[src/rtl/sa_cdc_hs_pkg.sv]
// Shared types and default constants for the 4-phase req/ack CDC source controller.
// Latency: n/a (types and constants only).
// Backpressure: n/a.
package sa_cdc_hs_pkg;

  typedef enum logic [1:0] {
    IDLE   = 2'd0,
    REQ_HI = 2'd1,
    REQ_LO = 2'd2,
    ERR    = 2'd3
  } hs_state_t;

  localparam int SYNC_STAGES_DEF = 3;
  localparam int TIMEOUT_DEF     = 1000;
  localparam int TO_W_DEF        = 12;
  localparam int XFER_CNT_W      = 16;

endpackage

[src/rtl/sa_sync_nff.sv]
// N-flop synchronizer bringing a single asynchronous level into the clk domain.
// Latency: STAGES clk edges from d to q.
// Backpressure: none; pure level follower.
//
// Ports: clk, rst (sync, active-high), d (async level in), q (synchronized level out).
module sa_sync_nff #(
  parameter int STAGES = 3
) (
  input  logic clk,
  input  logic rst,
  input  logic d,
  output logic q
);

  logic [STAGES-1:0] sync_q;

  always_ff @(posedge clk) begin
    if (rst) begin
      sync_q <= '0;
    end else begin
      sync_q <= {sync_q[STAGES-2:0], d};
    end
  end

  assign q = sync_q[STAGES-1];

endmodule

[src/rtl/sa_cdc_hs_ctrl.sv]
// Source-side sequencer for a 4-phase req/ack crossing: holds one word on xdata and walks req/ack through a full cycle.
// Latency: zero-delay loopback gives REQ_LO at edge SYNC_STAGES+1 and IDLE at edge 2*(SYNC_STAGES+1) after capture.
// Backpressure: in_ready only in IDLE; a stalled far side parks the FSM in ERR until err_clr with ack low.
//
// Ports: clk, rst (sync, active-high); in_valid/in_ready/in_data source word; xreq/xdata to destination domain
// (both straight from flops); xack_async from destination; busy, err (sticky), err_clr; xfer_cnt completed transfers.
module sa_cdc_hs_ctrl
  import sa_cdc_hs_pkg::*;
#(
  parameter int DW          = 32,
  parameter int SYNC_STAGES = SYNC_STAGES_DEF,
  parameter int TO_W        = TO_W_DEF,
  parameter int TIMEOUT     = TIMEOUT_DEF
) (
  input  logic                  clk,
  input  logic                  rst,
  input  logic                  in_valid,
  output logic                  in_ready,
  input  logic [DW-1:0]         in_data,
  output logic                  xreq,
  output logic [DW-1:0]         xdata,
  input  logic                  xack_async,
  output logic                  busy,
  output logic                  err,
  input  logic                  err_clr,
  output logic [XFER_CNT_W-1:0] xfer_cnt
);

  localparam logic [TO_W-1:0] TO_LAST = TO_W'(TIMEOUT - 1);

  hs_state_t             state_q, state_d;
  logic                  xreq_q, xreq_d;
  logic                  err_q, err_d;
  logic [DW-1:0]         xdata_q;
  logic [TO_W-1:0]       timer_q, timer_d;
  logic [XFER_CNT_W-1:0] xfer_cnt_q;
  logic                  capture;
  logic                  cnt_inc;
  logic                  timeout_hit;
  logic                  ack_s;

  // The FSM only ever looks at the synchronized ack.
  sa_sync_nff #(
    .STAGES (SYNC_STAGES)
  ) u_ack_sync (
    .clk (clk),
    .rst (rst),
    .d   (xack_async),
    .q   (ack_s)
  );

  assign in_ready = (state_q == IDLE) && !rst;

  always_comb begin
    state_d     = state_q;
    xreq_d      = xreq_q;
    err_d       = err_q;
    capture     = 1'b0;
    cnt_inc     = 1'b0;
    timeout_hit = (TIMEOUT != 0) && (timer_q == TO_LAST);

    case (state_q)
      IDLE: begin
        if (in_valid && in_ready) begin
          capture = 1'b1;
          xreq_d  = 1'b1;
          state_d = REQ_HI;
        end
      end
      // In both wait states the exit condition is tested first so it wins
      // over a timeout landing on the same edge.
      REQ_HI: begin
        if (ack_s) begin
          xreq_d  = 1'b0;
          state_d = REQ_LO;
        end else if (timeout_hit) begin
          xreq_d  = 1'b0;
          err_d   = 1'b1;
          state_d = ERR;
        end
      end
      REQ_LO: begin
        if (!ack_s) begin
          cnt_inc = 1'b1;
          state_d = IDLE;
        end else if (timeout_hit) begin
          err_d   = 1'b1;
          state_d = ERR;
        end
      end
      ERR: begin
        xreq_d = 1'b0;
        err_d  = 1'b1;
        // Leaving while ack is still high would let a stale ack start the
        // next handshake half-way through, so err_clr waits for ack low.
        if (err_clr && !ack_s) begin
          err_d   = 1'b0;
          state_d = IDLE;
        end
      end
      default: begin
        xreq_d  = 1'b0;
        state_d = IDLE;
      end
    endcase

    // Timer restarts on every state change and saturates instead of wrapping.
    if (state_d != state_q) begin
      timer_d = '0;
    end else if ((state_q == REQ_HI || state_q == REQ_LO) && (timer_q != '1)) begin
      timer_d = timer_q + TO_W'(1);
    end else begin
      timer_d = timer_q;
    end
  end

  always_ff @(posedge clk) begin
    if (rst) begin
      state_q    <= IDLE;
      xreq_q     <= 1'b0;
      err_q      <= 1'b0;
      xdata_q    <= '0;
      timer_q    <= '0;
      xfer_cnt_q <= '0;
    end else begin
      state_q <= state_d;
      xreq_q  <= xreq_d;
      err_q   <= err_d;
      timer_q <= timer_d;
      if (capture) begin
        xdata_q <= in_data;
      end
      if (cnt_inc) begin
        xfer_cnt_q <= xfer_cnt_q + XFER_CNT_W'(1);
      end
    end
  end

  assign xreq     = xreq_q;
  assign xdata    = xdata_q;
  assign err      = err_q;
  assign busy     = (state_q != IDLE);
  assign xfer_cnt = xfer_cnt_q;

endmodule

[config.mk]
export PLATFORM = sky130hd
export DESIGN_NAME = sa_cdc_hs_ctrl
export DESIGN_NICKNAME = d
export VERILOG_FILES = /design/src/rtl/sa_cdc_hs_pkg.sv /design/src/rtl/sa_sync_nff.sv /design/src/rtl/sa_cdc_hs_ctrl.sv
export SDC_FILE = /design/constraint.sdc
export NUM_CORES = 1
export LEC_CHECK = 0
export CAP_MARGIN = 5
export CORE_UTILIZATION = 35
export CTS_BUF_LIST = sky130_fd_sc_hd__clkbuf_8
export DETAILED_ROUTE_END_ITERATION = 10
export GPL_TIMING_DRIVEN = 0
export PLACE_DENSITY = 0.69
export SYNTH_ARGS = -nofsm -noshare
export SYNTH_HDL_FRONTEND = slang
export SYNTH_SLANG_ARGS = --single-unit
[constraint.sdc]
create_clock -name clk -period 2.4 [get_ports clk]
set_clock_uncertainty 0.05 [all_clocks]
set_input_delay 0.48 -clock clk [delete_from_list [all_inputs] [get_ports clk]]
set_output_delay 0.48 -clock clk [all_outputs]
set_load 0.02 [all_outputs]
==> out/metrics.cfg <==
[power_and_ir_drop]
power_uw=3239
p_leak_uw=0.001525
peakVddDrop_uv=412.4
pwr_density_cell_nw_per_um2=780.4

[setup_path]
critPathKind=in2out
end_kind=output port
critPathRequiredTime_ns=1.87
crit_fanout=15
startpoint_type=primary input
worstPathArrival_ns=1.73

[sta]
rsz0062_at_grt=no
hold_viol_final=0
slew_violations=0
setup_viol=0
period_needed_ns=2.264
fin_crit_sh=0.9435
slew_headroom=0.6686
worstMarginPinSlew_ns=0.4972
fmax_ghz=0.4416

[synthesis]
yosys.area.top_type=dfxtp_1
synthXorXnorAreaFrac=0.05942
yosysWarnings=0
yosys.area_share.simple=0.2835
synth_ff_type=dfxtp_1
avgSynthCellArea_um2=8.594
synth_fa_ha_area_frac=0.02971
synth_cell_types=42
ys_seq_area_frac=0.4550
synthCells=343
synth_compound_area_frac=0.1205
yosys-top-cells-area=dfxtp_1 (46%), nand2b_1 (7.0%), o21ai_0 (6.3%)
synth_top_area_frac=0.4550
syn_nets=387
synth_top_family_by_area=simple AND/OR/NAND/NOR gates
syn_area_um2=2948
synth_seq_cells=67
synth_async_sr_flop_share=0
synth.area.mux_share=0.01698
synth-edff-count=0

[global_route]
gr-usage-all-layers=0.1751
antenna_found_initial=0
grt_start_max_net_pins=16
grt_pass1_vias=2637
grt-ovfl-total=0
grt_pass1_wl_um=12130

[final_layout]
num-nets-final=485
syn2layout_area_growth_pct=40.79
mostFrequentLayoutCells=clkdlybuf4s50_1 (85), dfxtp_1 (67), nand2_1 (43)
layout-drive-gt1-share=0.06726
final_common_cell=clkdlybuf4s50_1
fin_util=0.5077
fin_area_um2=4150
n_antenna_cell=0

[floorplan]
fp.dieH_um=93.78
die_x_um=93.78
die-area_um2=8794
initial_core_util=0.3606
core_um2=8175
rows=33
ioPinCount=89

[clock_network]
clockRootBuffer=clkbuf_8
cts_buffers=9
cts_htree_levels=3
clk_pin_slew_ns=0.08
clk-insertion-delay-late_ns=0.34
cts_buffer_depth=2
cts_tree=built
cts_sinks=67

[routing]
drt_wl_total_um=7172
vias=2707
via_per_inst=4.913
drtPass1Iterations=4
antenna_left=0
wire_per_inst_um=13.02
dr.first_iter.drc_count=118
drcViolationCount=0

[worst_hold_path]
hold_class=reg2reg

[place]
place.gp.congestion=0.8393
dp_hpwl_um=5319
io_buffers=88
place_area_um2=3960

[flow_run]
drv_cap=0

[status]
status=complete, no violations

==> critical path, stage by stage <==
cell             delay [ns]
clkdlybuf4s15_2        0.32
clkbuf_2               0.25
clkbuf_2               0.27
nor2_1                 0.07
dlygate4sd2_1          0.33
==> synth_stat cells (2+ instances only) <==
| cell | number |
|---|---|
| dfxtp_1 | 67 |
| clkbuf_1 | 15 |
| or3_1 | 2 |
| nand3_1 | 11 |
| nor2b_1 | 6 |
| nand2b_1 | 33 |
| inv_1 | 4 |
| buf_2 | 4 |
| nand4_1 | 9 |
| a221oi_1 | 2 |
| o21ai_0 | 37 |
| mux2i_1 | 5 |
| nor3_1 | 3 |
| ha_1 | 7 |
| and4_1 | 5 |
| a21oi_1 | 9 |
| and3_1 | 4 |
| xor2_1 | 16 |
| nor2_1 | 34 |
| xnor2_1 | 4 |
| a21o_1 | 2 |
| a311oi_1 | 2 |
| nand2_1 | 43 |
==> worst paths after layout <==
kind         cells after the start            startpoint                   end  slack [ns]
max                              5                   rst              in_ready        0.14
min                              1  u_ack_sync.sync_q[1]  u_ack_sync.sync_q[2]        0.39
max reg2reg                      9            state_q[1]            timer_q[5]        0.19
min reg2reg                      1  u_ack_sync.sync_q[1]  u_ack_sync.sync_q[2]        0.39
==> area by class of cell <==
class,instances,area [um2]
Buffer,19,86.33
Clock buffer,9,123.9
Tap cell,105,131.4
Sequential cell,67,1341
Inverter,4,15.01
Multi-Input combinational cell,252,1504
Clock inverter,7,68.82
Timing Repair Buffer,88,879.6
Fill cell,787,4025
==> layer usage <==
metal  share of wire  wire (um)  track usage  up-vias
li1                -          -            -     1363
met1            0.42       3044       0.1945     1270
met2            0.51       3656       0.3157       60
met3           0.043        307      0.03964       14
met4           0.023        163      0.07821        0
met5               0          0            0        -
==> flip-flops by register name (all words and copies together), names as in the netlist <==
register           cells
state_q                2
timer_q               12
xreq                   1
xfer_cnt              16
u_ack_sync.sync_q      3
xdata                 32
err                    1
==> metrics by stage <==
step | hold WS (ns) | cells | setup TNS [ns] | setup WS, ns
2_1_floorplan | 0.3638 | 343 | 0 | 0.4946
3_3_place_gp | 0.3706 | 536 | -1.633 | -0.9518
3_5_place_dp | 0.3728 | 536 | -1.668 | -0.9563
4_1_cts | 0.3974 | 551 | 0 | 0.1081
5_1_grt | 0.4193 | 551 | 0 | 0.02135
6_report | 0.3898 | 551 | 0 | 0.1355
==> logic make-up (layout without fill, tap and decap cells) <==
group                    after synthesis  count (layout)
flip-flops                            67              67
multiplexers                           5               5
buffers and inverters                 24             127
XOR/XNOR                              20              20
AO/OA/AOI/OAI                         61              61
adder cells (fa/ha/maj)                7               7
AND/OR/NAND/NOR                      159             159
==> power breakdown <==
part           internal, uW  total (uW)  switching (uW)
logic                   454         983             529
clock network           475         910             435
registers              1250        1350            97.8
total                  2180        3240            1060
==> repair_timing <==
item	in CTS	in global routing
resized for setup	7	0
setup buffers	0	0
hold buffers	0	0
setup endpoints to repair	2	0
No activity file was read; power rests on OpenSTA's default activity.
